[src/rtl/uart_pkg.sv]
// Shared constants and types for the buffered UART transmitter.
package uart_pkg;

  localparam int PAR_NONE = 0;
  localparam int PAR_EVEN = 1;
  localparam int PAR_ODD  = 2;

  localparam int DATA_BITS_MIN = 5;
  localparam int DATA_BITS_MAX = 9;
  localparam int STOP_BITS_MIN = 1;
  localparam int STOP_BITS_MAX = 2;

  typedef enum logic [2:0] {
    IDLE   = 3'd0,
    START  = 3'd1,
    DATA   = 3'd2,
    PARITY = 3'd3,
    STOP   = 3'd4
  } tx_state_t;

  // Parity bit that makes the total number of ones even (or odd).
  function automatic logic parity_of(input logic [DATA_BITS_MAX-1:0] word, input int mode);
    return (mode == PAR_ODD) ? ~^word : ^word;
  endfunction

endpackage

[src/rtl/uart_tx_buf_sync_fifo.sv]
// Synchronous FIFO with wrap-bit pointers; a push while full is always refused.
module sync_fifo #(
  parameter int WIDTH = 8,
  parameter int DEPTH = 4
) (
  input  logic                     clk,
  input  logic                     rst_n,
  input  logic                     push,
  input  logic [WIDTH-1:0]         push_data,
  input  logic                     pop,
  output logic [WIDTH-1:0]         pop_data,
  output logic                     full,
  output logic                     empty,
  output logic [$clog2(DEPTH):0]   level
);

  localparam int AW = $clog2(DEPTH);
  localparam logic [AW:0] PTR_ONE = 1;

  logic [AW:0]      wr_ptr;
  logic [AW:0]      rd_ptr;
  logic [WIDTH-1:0] mem [DEPTH];
  logic             do_push;
  logic             do_pop;

  assign do_push = push && !full;
  assign do_pop  = pop && !empty;

  always_ff @(posedge clk or negedge rst_n) begin
    if (!rst_n) begin
      wr_ptr <= '0;
      rd_ptr <= '0;
    end else begin
      if (do_push) wr_ptr <= wr_ptr + PTR_ONE;
      if (do_pop)  rd_ptr <= rd_ptr + PTR_ONE;
    end
  end

  // Storage needs no reset: entries are only read after being written.
  always_ff @(posedge clk) begin
    if (do_push) mem[wr_ptr[AW-1:0]] <= push_data;
  end

  assign pop_data = mem[rd_ptr[AW-1:0]];
  assign full     = (wr_ptr[AW] != rd_ptr[AW]) && (wr_ptr[AW-1:0] == rd_ptr[AW-1:0]);
  assign empty    = (wr_ptr == rd_ptr);
  assign level    = wr_ptr - rd_ptr;

endmodule

[src/rtl/uart_tx_buf.sv]
// UART transmitter fed by a small FIFO; one serial bit per baud clock, frames sent back-to-back.
module uart_tx_buf
  import uart_pkg::*;
#(
  parameter int P_DATA_BITS  = 8,
  parameter int P_PARITY     = 0,
  parameter int P_STOP_BITS  = 1,
  parameter int P_FIFO_DEPTH = 4
) (
  input  logic                            w_baud_clk,
  input  logic                            i_rst,
  input  logic                            i_valid,
  input  logic [P_DATA_BITS-1:0]          i_data,
  output logic                            o_ready,
  output logic                            o_tx,
  output logic                            o_busy,
  output logic                            o_idle,
  output logic [$clog2(P_FIFO_DEPTH):0]   o_level
);

  localparam int CW = $clog2(P_DATA_BITS);
  localparam logic [CW-1:0] BIT_LAST  = CW'(P_DATA_BITS - 1);
  localparam logic          STOP_LAST = 1'(P_STOP_BITS - 1);

  if (P_DATA_BITS < DATA_BITS_MIN || P_DATA_BITS > DATA_BITS_MAX) begin : g_bad_data_bits
    $error("uart_tx_buf: P_DATA_BITS must be 5..9");
  end
  if (P_PARITY != PAR_NONE && P_PARITY != PAR_EVEN && P_PARITY != PAR_ODD) begin : g_bad_parity
    $error("uart_tx_buf: P_PARITY must be 0, 1 or 2");
  end
  if (P_STOP_BITS < STOP_BITS_MIN || P_STOP_BITS > STOP_BITS_MAX) begin : g_bad_stop_bits
    $error("uart_tx_buf: P_STOP_BITS must be 1 or 2");
  end
  if (P_FIFO_DEPTH < 2 || (P_FIFO_DEPTH & (P_FIFO_DEPTH - 1)) != 0) begin : g_bad_depth
    $error("uart_tx_buf: P_FIFO_DEPTH must be a power of 2, at least 2");
  end

  tx_state_t              state;
  logic [P_DATA_BITS-1:0] shift;
  logic [CW-1:0]          bit_cnt;
  logic                   stop_cnt;
  logic                   parity;
  logic [P_DATA_BITS-1:0] fifo_data;
  logic                   fifo_full;
  logic                   fifo_empty;
  logic                   fifo_pop;

  sync_fifo #(
    .WIDTH (P_DATA_BITS),
    .DEPTH (P_FIFO_DEPTH)
  ) u_fifo (
    .clk       (w_baud_clk),
    .rst_n     (i_rst),
    .push      (i_valid),
    .push_data (i_data),
    .pop       (fifo_pop),
    .pop_data  (fifo_data),
    .full      (fifo_full),
    .empty     (fifo_empty),
    .level     (o_level)
  );

  // A new word is taken either from IDLE or on the last stop cycle, giving gapless frames.
  assign fifo_pop = !fifo_empty &&
                    ((state == IDLE) || (state == STOP && stop_cnt == STOP_LAST));

  assign o_ready = ~fifo_full;
  assign o_idle  = (state == IDLE) && fifo_empty;

  // o_tx and o_busy reflect the state being left at each edge, so they trail the state by one cycle.
  always_ff @(posedge w_baud_clk or negedge i_rst) begin
    if (!i_rst) begin
      state    <= IDLE;
      shift    <= '0;
      bit_cnt  <= '0;
      stop_cnt <= 1'b0;
      parity   <= 1'b0;
      o_tx     <= 1'b1;
      o_busy   <= 1'b0;
    end else begin
      o_busy <= (state != IDLE);
      case (state)
        IDLE: begin
          o_tx <= 1'b1;
        end
        START: begin
          o_tx  <= 1'b0;
          state <= DATA;
        end
        DATA: begin
          o_tx    <= shift[0];
          shift   <= shift >> 1;
          bit_cnt <= bit_cnt + CW'(1);
          if (bit_cnt == BIT_LAST)
            state <= (P_PARITY != PAR_NONE) ? PARITY : STOP;
        end
        PARITY: begin
          o_tx  <= parity;
          state <= STOP;
        end
        STOP: begin
          o_tx <= 1'b1;
          if (stop_cnt == STOP_LAST) begin
            stop_cnt <= 1'b0;
            state    <= IDLE;
          end else begin
            stop_cnt <= 1'b1;
          end
        end
        default: begin
          o_tx  <= 1'b1;
          state <= IDLE;
        end
      endcase

      // Parity is latched from the popped word because the shift register is consumed during DATA.
      if (fifo_pop) begin
        state   <= START;
        shift   <= fifo_data;
        bit_cnt <= '0;
        parity  <= parity_of(DATA_BITS_MAX'(fifo_data), P_PARITY);
      end
    end
  end

endmodule

[config.mk]
export PLATFORM = sky130hd
export DESIGN_NAME = uart_tx_buf
export DESIGN_NICKNAME = d
export VERILOG_FILES = /design/src/rtl/uart_pkg.sv /design/src/rtl/uart_tx_buf_sync_fifo.sv /design/src/rtl/uart_tx_buf.sv
export SDC_FILE = /design/constraint.sdc
export NUM_CORES = 1
export LEC_CHECK = 0
export ABC_AREA = 1
export CAP_MARGIN = 20
export CORE_MARGIN = 5
export CORE_UTILIZATION = 62
export CTS_CLUSTER_DIAMETER = 150
export CTS_CLUSTER_SIZE = 8
export DETAILED_ROUTE_END_ITERATION = 10
export HOLD_SLACK_MARGIN = 0.02
export PLACE_DENSITY = 0.95
export SYNTH_ARGS = -nofsm -noshare
export SYNTH_HDL_FRONTEND = slang
export SYNTH_HIERARCHICAL = 1
export SYNTH_SLANG_ARGS = --single-unit
[constraint.sdc]
create_clock -name w_baud_clk -period 5.65 [get_ports w_baud_clk]
set_clock_uncertainty 0.05 [all_clocks]
set_input_delay 1.4125 -clock w_baud_clk [delete_from_list [all_inputs] [get_ports w_baud_clk]]
set_output_delay 1.4125 -clock w_baud_clk [all_outputs]
set_load 0.01 [all_outputs]
== After elaboration in Yosys (flattened, before gate mapping) ==
Memory sizes are Yosys's and may differ from the RTL's.
Index checks and enable logic that the tools add are counted.

* Output and inout port bits: 7
* Memories kept: 1
* Word-level logic and storage cells: 53
* Input port bits: 11
* Bits in writable memories: 32
* Flip-flop bits (word level): 24

{| class="wikitable"
|+ Memory list
! name !! words !! width !! rd ports !! clocked after Yosys merged registers in !! wr ports !! line !! RTL
|-
| u_fifo.mem || 4 || 8 || 1 || 0 || 1 || uart_tx_buf_sync_fifo.sv:22 || <nowiki>logic [WIDTH-1:0] mem [DEPTH];</nowiki>
|}

* Reductions and logical operators: 14
* Muxes and demuxes: 12
* Equality and inequality tests: 11
* Add/subtract/negate cells: 4
* Bitwise operators: 2

{| class="wikitable"
|+ Operators by type and width
! kind !! number
|-
| 2-to-1 mux 8 bit || 2
|-
| 2-to-1 mux 3 bit || 5
|-
| one-hot mux 3 bit (5 select lines) || 1
|-
| adder 3 x 1 -> 3 bit (second input constant) || 3
|-
| XOR reduction 9 bit || 1
|-
| == test 3 x 2 -> 1 bit (second input constant) || 2
|-
| == test 3 bit (second input constant) || 2
|-
| logical AND 1 bit || 6
|-
| != test 3 x 2 -> 1 bit (second input constant) || 2
|-
| == test 3 x 1 -> 1 bit (second input constant) || 1
|-
| == test 3 bit || 1
|-
| logical NOT 3 bit || 1
|-
| 2-to-1 mux 1 bit || 3
|-
| one-hot mux 1 bit (3 select lines) || 1
|-
| AND reduction 3 bit || 1
|-
| nonzero test 3 bit || 1
|-
| subtractor 3 bit || 1
|-
| == test 2 bit || 1
|-
| logical NOT 1 bit || 2
|-
| != test 2 x 1 -> 1 bit (second input constant) || 1
|-
| inverter 1 bit || 2
|-
| nonzero test 2 bit || 1
|-
| logical OR 1 bit || 1
|-
| != test 1 bit || 1
|}

== Depth between registers and ports, before layout ==
* Depth after elaboration: 6
* Depth in mapped cells: 13
* Gate-level depth less buffers: 12

== Modules after synthesis ==
Netlist, hierarchy kept.

{| class="wikitable"
|+ By module, submodules not included
! module !! seq. area each (sq um) !! instances !! area each (sq um) !! cells each
|-
| sync_fifo || 1111.1 || 1 || 1692.9 || 141
|-
| uart_tx_buf || 426.7 || 1 || 900.9 || 118
|}

== Least setup slack after synthesis ==
Ideal clock, no wire load.

* Path type: flip-flop to output port
* Start point: reg u_fifo.rd_ptr[1]
* End point: out o_idle
* Arrival: 1429 ps
* Path buffers: 1
* Slack: 2759 ps
* Data required time: 4188 ps
* Cell stages (with the launch flop): 10
* Path through: dfrtp_1 > buf_2 > inv_1 > ha_1 > nand2_1 > inv_1 > nand3_2 > inv_1 > inv_1 > nor2_1

* Word-level cells in the longest chain between the ends: 2

{| class="wikitable"
|+ RTL lines
! element !! line !! RTL
|-
| from (decl) || uart_tx_buf_sync_fifo.sv:21 || <nowiki>logic [AW:0] rd_ptr;</nowiki>
|-
| from (signal assigned) || uart_tx_buf_sync_fifo.sv:35 || <nowiki>if (do_pop) rd_ptr <= rd_ptr + PTR_ONE;</nowiki>
|-
| == test 3 bit || uart_tx_buf_sync_fifo.sv:46 || <nowiki>assign empty = (wr_ptr == rd_ptr);</nowiki>
|-
| via fifo_empty || uart_tx_buf.sv:45 || <nowiki>logic fifo_empty;</nowiki>
|-
| logical AND 1 bit || uart_tx_buf.sv:68 || <nowiki>assign o_idle = (state == IDLE) && fifo_empty;</nowiki>
|-
| to (decl) || uart_tx_buf.sv:17 || <nowiki>output logic o_idle,</nowiki>
|}

The timed path passes the listed nets, and every way through them passes these cells.

== Worst setup path in the final report ==
Same ends and word-level chain as after synthesis.

==> results.md <==
- # nets final: 300
- I/O Pins: 18
- Largest fanout on the critical path: 11
- Initial antenna violation count: 0
- Worst-Skew Late Latency: approximately 0.32 ns
- Die Y: 74.7 um
- HP Class: reg2reg
- # DRC: 0
- Max cap viols: 0
- Endpoint class of the critical path: primary output
- Synth Flop Type: edfxtp_1
- Die width: 74.7 um
- Synth Cell Area: approximately 2600 um^2
- Pwr Density: 611 nW/um^2
- Post-Synthesis Cells: 259
- Post-placement cell count: 321
- Synth warn: 6
- Yosys cell types: 30
- Worst Tran Pin Value: ~0.73 ns
- PostCTS Resize Cnt: 0
- CTS sink count: 55
- Critical path arrival: 2.51 ns
- Die area: roughly 5600 um^2
- Delay-heaviest family, CP: buffers and inverters
- Crit path time final: between 3 and 4 ns
- Worst path bufs/invs: 5
- CP cell instances: inv_1, ha_1, nand2_1, inv_1, nand3_2, inv_1, inv_1, nor2_1, clkdlybuf4s50_1
- Routed wire length: approximately 4800 um
- Max-slew headroom: between 50 and 60%
- Status: completed
- Max-slew violation count: 0
- P_leak: between 1 and 1.5 nW
- Clk root buf: clkbuf_8
- Setup repair bufs after CTS: 0
- Vias per cell: between 5 and 6
- Fin cells: 330
- CTS buffer count: 5
- Most frequent CP cell: inv_1
- Post-synth EDFFs: 32
- Area growth from synthesis to layout: 11.8%
- Syn avg cell area: between 10 and 15 um^2
- Tcrit/Tclk final: between 70% and 80%
- Avg WL per Cell: ~15 um
- Initial Utilization: 64.4%
- CP max stage cell: dfrtp_1
- H-Tree Depth: 2
- Final TNS setup: 0 ns
- # diodes: 0
- CTS tree: yes
- Register area share after synthesis: between 50 and 60%
- Core ar.: between 4000 and 5000 um^2
- Crit path launch type: flip-flop
- #FFs+latches synth: 55
- CTS max path bufs: 2
- IR drop worst, VDD: 0.321 mV
- Worst Setup Path Type: reg2out
- Fillers: ~290
- Clock transition at path regs: 0.10 ns
- Via count: about 1800
- Largest incremental delay on the critical path: ~0.55 ns
- Gr ovfl total: 0
- First-pass GRT wire length: 8020 um
- Share of post-route cells with drive strength above 1: under 10%
- Hold_ws: roughly 0.45 ns
- RSZ-0062 raised after global routing: no
- Vias in the first global route: approximately 1800
- Final ANT Viol Nets: 0
- Fmax: 252 MHz
- Syn nets: 280
- Initial drt markers: around 140
- Asr flop ratio synth: a little over two fifths
- Largest net degree at the start of global routing: 24
- DP Wirelength: 3540 um
- Total GRT Usage: 19.3%
- Post-CTS Hold Buffers: 0
- Pre-Repair DR Iteration Count: 4
- Worst EP required: about 4.2 ns
- Tot Pwr: between 0.0015 and 0.002 W
- Rows: 23
- Port Buffers: 17
- Final setup fails: 0
- Final hold violation count: 0
- RD Place Congestion: approximately 0.80
==> cell families (layout without fill, tap and decap cells) <==
family / count (synthesis) / count (layout) / synth area share, %
and+or+nand+nor: 112 / 112 / 18.8
DFF: 55 / 55 / 59.3
buffers and inverters: 40 / 61 / 6.95
AOI/OAI and AO/OA: 39 / 39 / 8.83
adders and majority gates: 10 / 10 / 5.11
xor gates and xnor gates: 2 / 2 / 0.675
muxes: 1 / 1 / 0.386
==> cell usage in the layout (no fill, tap or decap), drive strengths merged <==
cell,instances
nand2,75
inv,37
edfxtp,32
nor2,24
dfrtp,22
o21ai,21
clkdlybuf4s50,17
nand3,12
o22ai,11
ha,9
clkbuf,6
o221ai,3
nor3,1
a41oi,1
a21oi,1
o211ai,1
mux2i,1
o21bai,1
clkinv,1
dfstp,1
xnor2,1
xor2,1
fa,1
==> layer usage <==
metal / global-route usage [%] / vias up / part of all wire (%)
met5: 0 / - / 0
met4: 9.09 / 0 / 1.7
met3: 3.47 / 7 / 4.9
met2: 32.6 / 42 / 51
met1: 24.3 / 876 / 42
li1: - / 898 / -
==> cell type report <==
class | instances | area (um^2) | share of cell area, %
Tap cell | 50 | 62.6 | 2.16
Multi-Input combinational cell | 164 | 876 | 30.2
Clock buffer | 5 | 68.8 | 2.37
Clock inverter | 3 | 26.3 | 0.906
Inverter | 35 | 134 | 4.62
Timing Repair Buffer | 18 | 195 | 6.73
Sequential cell | 55 | 1540 | 53.0
==> registers in the layout, summed over array words and instances (netlist names) <==
| register | count |
|---|---|
| parity | 1 |
| shift | 8 |
| o_busy | 1 |
| u_fifo/rd_ptr | 3 |
| state | 3 |
| u_fifo/wr_ptr | 3 |
| u_fifo/mem | 32 |
| bit_cnt | 3 |
| o_tx | 1 |
==> synth_stat cells (2+ instances only) <==
library cell	count	share of area, %
nand2_1	68	9.8
edfxtp_1	32	37
inv_1	31	4.5
nor2_1	24	3.5
dfrtp_1	22	21
o21ai_0	20	3.9
o22ai_1	11	2.7
ha_1	9	4.3
nand3_1	9	1.7
nand2_2	5	1.2
buf_6	3	1.3
inv_2	3	0.43
o221ai_1	3	1.0
nand2_4	2	0.87
nand3_2	2	0.77
==> power by group <==
group,switching [W],internal (W),total [W],leakage (nW)
Combinational,0.000553,0.000331,0.000884,0.687
Clock,0.000133,0.0000913,0.000224,0.0491
Sequential,0.0000960,0.000568,0.000664,0.574
==> path summary, 6_finish.rpt <==
path	start	slack (ns)	depth (start not counted)	endpoint
max reg2reg	u_fifo/rd_ptr[0]	3.21	6	u_fifo/mem[2][2]
max	u_fifo/rd_ptr[1]	1.67	9	o_idle
min	bit_cnt[0]	0.45	1	bit_cnt[0]
min reg2reg	bit_cnt[0]	0.45	1	bit_cnt[0]
min in group asynchronous	i_rst	1.23	1	o_busy
max in group asynchronous	i_rst	3.93	2	u_fifo/wr_ptr[0]
==> stage by stage <==
stage	utilization, %	worst slack (ns)	instance area [um^2]
after detailed placement	69.0	2.07	2780
after CTS	71.4	1.69	2880
after global placement	69.0	2.15	2780
final	72.0	1.67	2900
after floorplan	-	2.76	2590
after global routing	72.0	1.48	2900
Note: power is estimated with default switching activity, not from simulation.
